--- src/rtl/iiitb_icg_pkg.sv ---
// Shared types and helpers for the clock-gated register bank.
package iiitb_icg_pkg;

  // Per-channel gating state: RUN keeps the gate open, GATED lets data wake it.
  typedef enum logic {
    ST_RUN   = 1'b0,
    ST_GATED = 1'b1
  } ch_state_e;

  // Bits needed to count 0..n-1; never less than one bit.
  function automatic int unsigned cnt_width(input int unsigned n);
    int unsigned w;
    w = 1;
    while ((32'd1 << w) < n) begin
      w = w + 1;
    end
    return w;
  endfunction

endpackage

--- src/rtl/iiitb_icg_cell.sv ---
// Latch-based glitch-free clock gate: the enable is captured while clk is low
// and held while clk is high, so gclk can only pulse for a whole clk high phase.
module iiitb_icg_cell (
  input  logic clk,
  input  logic rst_n,
  input  logic req,
  output logic gclk
);

  logic r_lat;

  // Enable latch, transparent during clk low, forced closed during reset.
  always_latch begin
    if (!rst_n) begin
      r_lat <= 1'b0;
    end else if (!clk) begin
      r_lat <= req;
    end
  end

  assign gclk = clk & r_lat;

endmodule

--- src/rtl/iiitb_icg_bank.sv ---
// Bank of independently clock-gated enabled registers. Each channel shuts its
// own clock after IDLE_CYCLES edges without a data change (or when disabled)
// and reopens it in the same cycle that new data arrives.
//
// Handshake note: there is no valid/ready here. en/d are sampled at every clk
// rising edge; q follows d one edge later whenever en (or test_en) is high.
module iiitb_icg_bank
  import iiitb_icg_pkg::*;
#(
  parameter int unsigned N_CH        = 2,
  parameter int unsigned WIDTH       = 1,
  parameter int unsigned IDLE_CYCLES = 4
) (
  input  logic                  clk,
  input  logic                  rst_n,
  input  logic                  test_en,
  input  logic [N_CH-1:0]       en,
  input  logic [N_CH*WIDTH-1:0] d,
  output logic [N_CH*WIDTH-1:0] q,
  output logic [N_CH-1:0]       gated_o
);

  localparam int unsigned      CW       = cnt_width(IDLE_CYCLES);
  localparam logic [CW-1:0]    CNT_LAST = CW'(IDLE_CYCLES - 1);

  for (genvar gi = 0; gi < N_CH; gi++) begin : g_ch
    logic [WIDTH-1:0] w_d;
    logic [WIDTH-1:0] r_q;
    logic             w_act;
    logic             w_req;
    logic             w_gclk;
    ch_state_e        r_state;
    ch_state_e        w_state_nxt;
    logic [CW-1:0]    r_cnt;
    logic [CW-1:0]    w_cnt_nxt;

    assign w_d   = d[gi*WIDTH +: WIDTH];
    assign w_act = (w_d != r_q);
    // In GATED only a real data change may open the gate, which is what makes
    // the wake-up free of a bubble: the very edge carrying new data is passed.
    assign w_req = test_en | (en[gi] & (w_act | (r_state == ST_RUN)));

    iiitb_icg_cell u_cell (
      .clk   (clk),
      .rst_n (rst_n),
      .req   (w_req),
      .gclk  (w_gclk)
    );

    // Channel data register on the gated clock; a pulse always means "load".
    always_ff @(posedge w_gclk or negedge rst_n) begin
      if (!rst_n) begin
        r_q <= '0;
      end else begin
        r_q <= w_d;
      end
    end

    // Idle-detector state and counter on the free-running clock.
    always_ff @(posedge clk or negedge rst_n) begin
      if (!rst_n) begin
        r_state <= ST_RUN;
        r_cnt   <= '0;
      end else begin
        r_state <= w_state_nxt;
        r_cnt   <= w_cnt_nxt;
      end
    end

    // Next-state: activity beats an expiring idle count on the same edge.
    always_comb begin
      w_state_nxt = r_state;
      w_cnt_nxt   = r_cnt;
      case (r_state)
        ST_RUN: begin
          if (!en[gi]) begin
            w_state_nxt = ST_GATED;
            w_cnt_nxt   = '0;
          end else if (w_act) begin
            w_cnt_nxt   = '0;
          end else if (r_cnt == CNT_LAST) begin
            w_state_nxt = ST_GATED;
          end else begin
            w_cnt_nxt   = r_cnt + CW'(1);
          end
        end
        ST_GATED: begin
          if (en[gi] && w_act) begin
            w_state_nxt = ST_RUN;
            w_cnt_nxt   = '0;
          end
        end
        default: begin
          w_state_nxt = ST_RUN;
          w_cnt_nxt   = '0;
        end
      endcase
    end

    assign q[gi*WIDTH +: WIDTH] = r_q;
    assign gated_o[gi]          = (r_state == ST_GATED) & ~test_en;
  end

endmodule

--- config.mk ---
export PLATFORM = sky130hd
export DESIGN_NAME = iiitb_icg_bank
export DESIGN_NICKNAME = d
export VERILOG_FILES = /design/src/rtl/iiitb_icg_pkg.sv /design/src/rtl/iiitb_icg_cell.sv /design/src/rtl/iiitb_icg_bank.sv
export SDC_FILE = /design/constraint.sdc
export NUM_CORES = 1
export LEC_CHECK = 0
export BUFFER_PORTS_ARGS = -buffer_cell sky130_fd_sc_hd__buf_4
export CAP_MARGIN = 20
export CORE_MARGIN = 5
export CORE_UTILIZATION = 30
export CTS_CLUSTER_DIAMETER = 150
export DETAILED_ROUTE_END_ITERATION = 16
export REMOVE_ABC_BUFFERS = 1
export SLEW_MARGIN = 20
export SYNTH_ARGS = -nofsm -noshare
export SYNTH_HDL_FRONTEND = slang
export SYNTH_SLANG_ARGS = --single-unit
--- constraint.sdc ---
create_clock -name clk -period 2.4 [get_ports clk]
set_clock_uncertainty 0.05 [all_clocks]
set_input_delay 0.24 -clock clk [delete_from_list [all_inputs] [get_ports clk]]
set_output_delay 0.24 -clock clk [all_outputs]
set_load 0.05 [all_outputs]
## After elaboration in Yosys (flattened, before gate mapping)

Index checks and enable logic that the tools add are counted.

- Reductions and logical operators: 4
- Muxes and demuxes: 26
- $add $sub $neg: 2
- Equal/unequal tests: 8
- Bitwise logic cells: 13

Operators by type and width:

| cell | count |
|---|---|
| $mux 2 | 8 |
| $mux 1 | 14 |
| $ne 4x4->1 const B | 2 |
| $pmux 2 s2 | 2 |
| $and 1x1->1 | 6 |
| $add 2x1->2 const B | 2 |
| $eq 2x2->1 const B | 2 |
| $ne 2x1->1 const B | 2 |
| $or 1x1->1 | 4 |
| $pmux 1 s2 | 2 |
| $reduce_and 2->1 | 2 |
| $not 1->1 | 3 |
| $logic_and 1x1->1 | 2 |
| $ne 1x1->1 | 2 |

- Output and inout port bits: 4
- Word-level logic and storage cells: 61
- Bits of input ports: 7
- Flip-flop bits (word level): 8
- Latch bits: 2

## Logic depth before layout (Yosys ltp)

Gate-level depths: netlist of run 1.

- Depth after elaboration: 6
- Depth in mapped cells: 4
- Mapped depth without buffers: 4

## Modules after synthesis

From an unflattened synthesis of run 1, not the netlist that was laid out.

- Cells, all modules: 44
- Area, all modules: 465.4 um^2

Modules (own cells, without submodules):

| module | area an instance (um^2) | times used | sequential area each (um^2) | cells each |
|---|---|---|---|---|
| iiitb_icg_bank | 402.9 | 1 | 200.2 | 36 |
| iiitb_icg_cell | 31.3 | 2 | 0.0 | 4 |

==> results_dict.tcl, run 1 <==
set metrics [dict create \
    ios 11 \
    critPathBufInv 2 \
    antenna_found_initial 0 \
    synth_xor_area_share_pct 7.87 \
    vias_per_cell 4.88 \
    cts.clk_slew.worst_paths_ns 0.04 \
    path_max_fanout 11 \
    cts_tree "built" \
    yosys.area_share.simple_pct 11.0 \
    slowest_stage "dlygate4sd3_1" \
    dp_hpwl_um 646 \
    final_antenna_net_count 0 \
    initial_core_util_pct 30.6 \
    avgSynthCellArea_sq_um 10.9 \
    ys_ff_latch 10 \
    firstDrtPassIters 4 \
    multi_input_area_sq_um 200 \
    grt_pass1_vias 524 \
    grt_pass1_wl_mm 1.97 \
    wl_met3_um 58 \
    min_path_type "in2async" \
    setup_viol 0 \
    wl_per_cell_um 12.8 \
    yosysMostFrequentCell "dfrtp_1" \
    grt_util_all_layers_pct 12.2 \
    ys_types 16 \
    synthTopCellsByArea "dfrtp_1 45%, dlxtp_1 6.7%, a21oi_1 6.7%" \
    final_nets 80 \
    crit_path_max_incr_delay_ns 0.82 \
    row_count 14 \
    synth_enable_flop_cells 0 \
    vias 420 \
    required_ns 1.70 \
    gr-total-overflow 0 \
    timing.max_cap.violations 0 \
    coreArea_sq_um 1450 \
    slew_violations 0 \
    yosys.area.top_type "dfrtp_1" \
    grt_start_max_net_pins 12 \
    rsz0062_at_grt "no" \
    synth_top_family_by_area "compound AO/OA/AOI/OAI gates" \
    wl_mm 1.10 \
    finalSetupTns_ns 0 \
    max_slew_margin_pct 69.7 \
    cts_resized 0 \
    critPathCaptureType "latch" \
    cp_cell_sequence "buf_4 > dlygate4sd3_1 > o21ai_0 > a21oi_1" \
    synth_compound_area_share_pct 15.4 \
    drc 0 \
    critPathArrivalTime_ns 1.46 \
    die_area_sq_um 2360 \
    synth_top_area_share_pct 44.9 \
    hold_violations 0 \
    wl_met2_um 548 \
    wl_met1_um 473 \
    critPathLaunchType "primary input" \
    p_per_area_nw_per_um2 845 \
    postCtsSetupBuffers 0 \
    die_h_um 48.5 \
    cp_top_family "buffers and inverters" \
    maxUsedRoutingLayer "met4" \
    syn_to_final_growth_pct 59.6 \
    n_fill_cell 142 \
    clkLatencyLatePin_ns 0.46 \
    die_x_um 48.5 \
    gp_congestion 0.654 \
    worstSetupPathType "in2latch" \
    synth_commonest_cells "8 x dfrtp_1, 6 x a21oi_1, 4 x o21ai_0" \
    ff_latch_area_sq_um 230 \
    hold_slack_ns 0.197 \
    drtIter0Drc 12 \
    yosysWarnings 0 \
    synth_mux_area_share_pct 5.06 \
    peakVddDrop_uv 395 \
    reg2reg_slack_ns 0.48 \
    worst_slew_pin_slew_ns 0.452 \
    layout-drive-gt1-share_pct 38.6 \
    outcome "finished clean" \
    synth_area_sq_um 445 \
    n_antenna_cell 0 \
    leakage_nw 0.358 \
    syn_inst 41 \
    portBuffers 10 \
    synth_fa_ha_area_share_pct 5.62 \
    async_flop_share_pct 80.0 \
    synth_ff_type "dfrtp_1" \
]
==> kinds of logic (layout without fill, tap and decap cells) <==
family | Yosys count | after routing
compound gates | 12 | 12
xor+xnor | 4 | 4
fa+ha+maj | 2 | 2
buf+inv | 2 | 31
flops | 8 | 8
latches | 2 | 2
mux | 2 | 2
simple gates | 9 | 9
==> cells in the final DEF (no fill, tap or decap), types with 2 or more instances in the layout <==
cell type / n
ha_1: 2
o21ai_0: 4
nor2b_1: 2
buf_4: 10
mux2_2: 2
nor2_1: 2
and2_1: 2
dlxtp_1: 2
xor2_1: 2
dfrtp_1: 8
xnor2_1: 2
and3_1: 2
dlygate4sd3_1: 7
a21oi_1: 6
clkbuf_4: 13
==> flip-flops by register name (all words and copies together) (netlist names) <==
register / count
g_ch.r_cnt: 4
g_ch.r_q: 2
g_ch.r_state: 2
g_ch.u_cell.r_lat: 2
==> per-stage QoR <==
stage	utilization [%]	power (W)	worst slack [ns]	area, sq um	instances
after global placement	36.1	0.000229	0.460	526	65
after CTS	48.9	0.000620	0.230	711	86
final	48.9	0.000600	0.236	711	86
after detailed placement	36.1	0.000230	0.452	526	65
after floorplan	-	0.000202	0	430	39
after global routing	48.9	0.000651	0.146	711	86
==> worst paths after layout <==
check	start	to	cells after the start
worst max-delay path	rst_n	g_ch[1].u_cell.r_lat$_DLATCH_P_	4
worst min-delay path	rst_n	g_ch[1].r_cnt[1]$_DFFE_PN0P_	2
worst max register to register	g_ch[1].r_q$_DFF_PN0_	g_ch[1].u_cell.r_lat$_DLATCH_P_	2
worst min register to register	g_ch[1].r_cnt[1]$_DFFE_PN0P_	g_ch[1].r_cnt[1]$_DFFE_PN0P_	1
max in group gated	g_ch[1].u_cell.r_lat$_DLATCH_P_	clock gate	0
max in group asynchronous	rst_n	g_ch[1].r_q$_DFF_PN0_	2
min in group gated	rst_n	clock gate	3
min in group clk	d[0]	g_ch[0].r_q$_DFF_PN0_	2
==> what timing repair did <==
item	in CTS	in global routing
hold endpoints to repair	15	0
endpoints found under the setup margin	0	0
hold buffers	7	0
==> power by group <==
part / total [W] / switching [W] / leakage [nW] / internal (W)
Combinational: 0.0000784 / 0.0000420 / 0.163 / 0.0000364
Sequential: 0.000147 / 0.00000881 / 0.114 / 0.000139
Clock: 0.000375 / 0.0000966 / 0.0798 / 0.000278
==> cell type report <==
cell class                 count  share of cell area, %
clock buffer                  13                   13.7
multi-input combinational     29                   28.2
timing repair buffer          17                   20.4
tap                           16                   2.82
clock inverter                 1                   2.46
sequential                    10                   32.4
==> layer usage <==
metal / up-vias / track usage (%)
li1: 201 / -
met1: 202 / 10.8
met2: 15 / 13.9
met3: 2 / 7.67
met4: 0 / 20.6
met5: - / 0
(Power assumes the default switching activity.)
==> run 2, diff against run 1 <==
CTS_BUF_LIST = sky130_fd_sc_hd__clkbuf_4 sky130_fd_sc_hd__clkbuf_8   (was unset)
RECOVER_POWER = 100   (was unset)
==> results_dict.tcl, run 2 (synthesis results as in run 1) <==
set metrics [dict create \
    drc 0 \
    critPathCaptureType "latch" \
    wl_mm 1.08 \
    critPathArrivalTime_ns 1.47 \
    peakVddDrop_uv 395 \
    antenna_found_initial 0 \
    required_ns 1.70 \
    row_count 14 \
    r2r-start "g_ch[1].r_q$_DFF_PN0_" \
    final_cell_mix "14 x clkbuf_4, 8 x dfrtp_1, 7 x dlygate4sd3_1" \
    final_antenna_net_count 0 \
    coreArea_sq_um 1450 \
    rsz0062_at_grt "no" \
    crit_end "g_ch[1].u_cell.r_lat$_DLATCH_P_" \
    leakage_nw 0.335 \
    hold_slack_ns 0.213 \
    finalSetupTns_ns 0 \
    worst_slew_pin_slew_ns 0.602 \
    vias 421 \
    portBuffers 10 \
    grt_util_all_layers_pct 12.2 \
    r2r-end "g_ch[1].u_cell.r_lat$_DLATCH_P_" \
    power_w 0.000596 \
    n_antenna_cell 0 \
    grt_start_max_net_pins 12 \
    cts_resized 0 \
    die_area_sq_um 2360 \
    min_path_type "in2async" \
    critPathLaunchType "primary input" \
    clkLatencyLatePin_ns 0.46 \
    largest_reg_flops 4 \
    worstSetupPathType "in2latch" \
    gr-total-overflow 0 \
    postLayoutCellArea_sq_um 688 \
    fin_cells 86 \
    vias_per_cell 4.90 \
    die_h_um 48.5 \
    wl_per_cell_um 12.5 \
    firstDrtPassIters 4 \
    cts_tree "built" \
    reg2reg_slack_ns 0.49 \
    detailed_place.area_sq_um 526 \
    mostFrequentLayoutCell "clkbuf_4" \
    dp.cells 65 \
    grt_pass1_vias 524 \
    crit_start "rst_n" \
    setup_viol 0 \
    cts.clk_slew.worst_paths_ns 0.04 \
    path_max_fanout 11 \
    timing.max_cap.violations 0 \
    r2r_cells 2 \
    drtIter0Drc 12 \
    layout-drive-gt1-share_pct 30.0 \
    max_slew_margin_pct 60.0 \
    initial_core_util_pct 30.6 \
    top_register "g_ch.r_cnt" \
    postCtsSetupBuffers 0 \
    p_per_area_nw_per_um2 865 \
    slew_violations 0 \
    final_nets 80 \
    ios 11 \
    dp_hpwl_um 646 \
    grt_pass1_wl_mm 1.97 \
    n_fill_cell 143 \
    outcome "finished clean" \
    syn_to_final_growth_pct 54.5 \
    gp_congestion 0.654 \
    hold_violations 0 \
    die_x_um 48.5 \
]
-- run 2: cell count changes in the layout (fill, tap and decap cells not counted), sizes merged --
| cell | delta |
|---|---|
| buf | -7 |
| clkbuf | +7 |
-- run 2: power breakdown --
| group | switching [W] | total (W) | internal (W) |
|---|---|---|---|
| Clock | 0.0000977 | 0.000376 | 0.000278 |
| Combinational | 0.0000418 | 0.0000727 | 0.0000309 |
| Sequential | 0.00000861 | 0.000147 | 0.000139 |
-- run 2: how the worst min path moves through the flow --
stage	endpoint	slack (ns)
finish	g_ch[0].r_cnt[1]$_DFFE_PN0P_	0.21
global placement	clock gate	-0.84
CTS	g_ch[1].r_cnt[1]$_DFFE_PN0P_	0.19
global route	g_ch[0].r_q$_DFF_PN0_	0.21
detailed placement	clock gate	-0.84
floorplan	clock gate	-1.01
-- run 2: layer usage --
layer	part of all wire, %	GRT usage, %	up-vias
li1	-	-	201
met1	42	10.8	200
met2	50	13.9	18
met3	5.7	7.67	2
met4	1.6	20.6	0
met5	0	0	-
-- run 2: layout make-up --
cell class | count | area, sq um | area share [%]
flip-flops and latches | 10 | 230 | 33.5
multi-input cells | 29 | 200 | 29.1
repair buffers | 17 | 123 | 17.8
clock buffers | 13 | 97.6 | 14.2
well taps | 16 | 20.0 | 2.91
clock inverters | 1 | 17.5 | 2.55
-- run 2: per-stage QoR --
step	util (%)	setup slack, ns
2_1_floorplan	-	0
3_3_place_gp	36.1	0.460
3_5_place_dp	36.1	0.452
4_1_cts	48.9	0.230
5_1_grt	47.3	0.124
6_report	47.3	0.227
-- run 2: timing repair --
item | CTS | global route
setup endpoints to repair | 0 | 0
hold buffers | 7 | 0
endpoints found under the hold margin | 15 | 0
-- run 2: critical path, cell delays in order --
cell and delay, ns:
clkbuf_4 0.09, dlygate4sd3_1 0.81, o21ai_0 0.15, a21oi_1 0.17
==> run 3, diff against run 2 <==
clock period = 2.8 ns   (was 2.4 ns; I/O delays follow)
==> results_dict.tcl, run 3 (synthesis results as in run 1) <==
set metrics [dict create \
    syn_to_final_growth_pct 59.6 \
    grt_start_max_net_pins 11 \
    final_cell_mix "13 x clkbuf_4, 10 x buf_4, 8 x dfrtp_1" \
    critPathLaunchType "primary input" \
    drc 0 \
    gp_congestion 0.649 \
    hold_violations 1 \
    final_nets 80 \
    vias 425 \
    top_register "g_ch.r_cnt" \
    min_path_type "in2gate" \
    n_antenna_cell 0 \
    firstDrtPassIters 4 \
    power_w 0.000516 \
    initial_core_util_pct 30.6 \
    r2r-start "g_ch[1].r_q$_DFF_PN0_" \
    timing.max_cap.violations 0 \
    postLayoutCellArea_sq_um 711 \
    grt_util_all_layers_pct 12.4 \
    leakage_nw 0.358 \
    row_count 14 \
    wl_per_cell_um 12.1 \
    cts_tree "built" \
    grt_pass1_vias 476 \
    cts.clk_slew.worst_paths_ns 0.03 \
    crit_start "rst_n" \
    detailed_place.area_sq_um 526 \
    drtIter0Drc 10 \
    ff_latch_area_sq_um 230 \
    finalSetupTns_ns 0 \
    layout-drive-gt1-share_pct 38.6 \
    worstHoldStart "rst_n" \
    worst_slew_pin_slew_ns 0.419 \
    cts_resized 0 \
    r2r_cells 2 \
    ios 11 \
    largest_reg_flops 4 \
    die_area_sq_um 2360 \
    worstSetupPathType "in2latch" \
    rsz0062_at_grt "no" \
    critPathArrivalTime_ns 2.03 \
    final_antenna_net_count 0 \
    multi_input_area_sq_um 200 \
    peakVddDrop_uv 437 \
    wl_mm 1.04 \
    n_fill_cell 131 \
    clkLatencyLatePin_ns 0.47 \
    grt_pass1_wl_mm 1.90 \
    critPathCaptureType "latch" \
    outcome "finished with violations" \
    portBuffers 10 \
    mostFrequentLayoutCell "clkbuf_4" \
    coreArea_sq_um 1450 \
    hold_slack_ns -0.000662 \
    slew_violations 0 \
    max_slew_margin_pct 71.9 \
    die_x_um 48.5 \
    violations "hold timing" \
    required_ns 2.03 \
    whs_path_depth 3 \
    die_h_um 48.5 \
    gr-total-overflow 0 \
    antenna_found_initial 0 \
    vias_per_cell 4.94 \
    setup_viol 0 \
    final_util_pct 48.9 \
    p_per_area_nw_per_um2 727 \
    path_max_fanout 10 \
]
==> run 3: cell count changes in the layout (fill, tap and decap cells not counted), sizes merged <==
cell    delta
clkbuf     -7
buf        +7
==> run 3: where the power goes <==
| part | switching, W | internal, W |
|---|---|---|
| clock | 0.0000848 | 0.000238 |
| combinational | 0.0000361 | 0.0000313 |
| sequential | 0.00000725 | 0.000119 |
| total | 0.000128 | 0.000388 |
==> run 3: path summary, 6_finish.rpt <==
kind | slack (ns) | end
worst max register to register | 0.72 | g_ch[1].u_cell.r_lat$_DLATCH_P_
worst min-delay path | -0.0007 | clock gate
min in group asynchronous | 0.82 | g_ch[1].r_state$_DFF_PN0_
worst min register to register | 0.47 | g_ch[0].r_cnt[1]$_DFFE_PN0P_
max in group asynchronous | 1.58 | g_ch[1].r_q$_DFF_PN0_
max in group gated | 0.72 | clock gate
worst max-delay path | 0 | g_ch[1].u_cell.r_lat$_DLATCH_P_
min in group clk | 0.45 | g_ch[0].r_q$_DFF_PN0_
==> run 3: critical path, cell delays in order <==
cell,delay (ns)
buf_4,0.07
dlygate4sd3_1,0.57
dlygate4sd3_1,0.82
o21ai_0,0.15
a21oi_1,0.13
==> run 3: what timing repair did <==
action	in CTS	in global routing
buffers inserted	0	0
hold endpoints to repair	15	2
hold buffers	6	1
==> run 3: area by class of cell <==
class                      count  area share (%)
tap                           16            2.82
timing repair buffer          17            20.4
clock buffer                  13            13.7
multi-input combinational     29            28.2
sequential                    10            32.4
clock inverter                 1            2.46
==> run 3: per-layer routing <==
metal	share of wire [%]	up-vias	wire [um]	global-route usage (%)
met4	6.3	0	66	24.7
met2	47	21	494	12.6
met1	38	192	396	9.90
met5	0	-	0	0
met3	8.3	9	87	9.20
li1	-	203	-	-
==> run 3: metrics by stage <==
step	std cells	setup WS [ns]
final	86	0
after global routing	86	0
after CTS	85	0
after detailed placement	65	0.652
after global placement	65	0.657
after floorplan	39	0.123
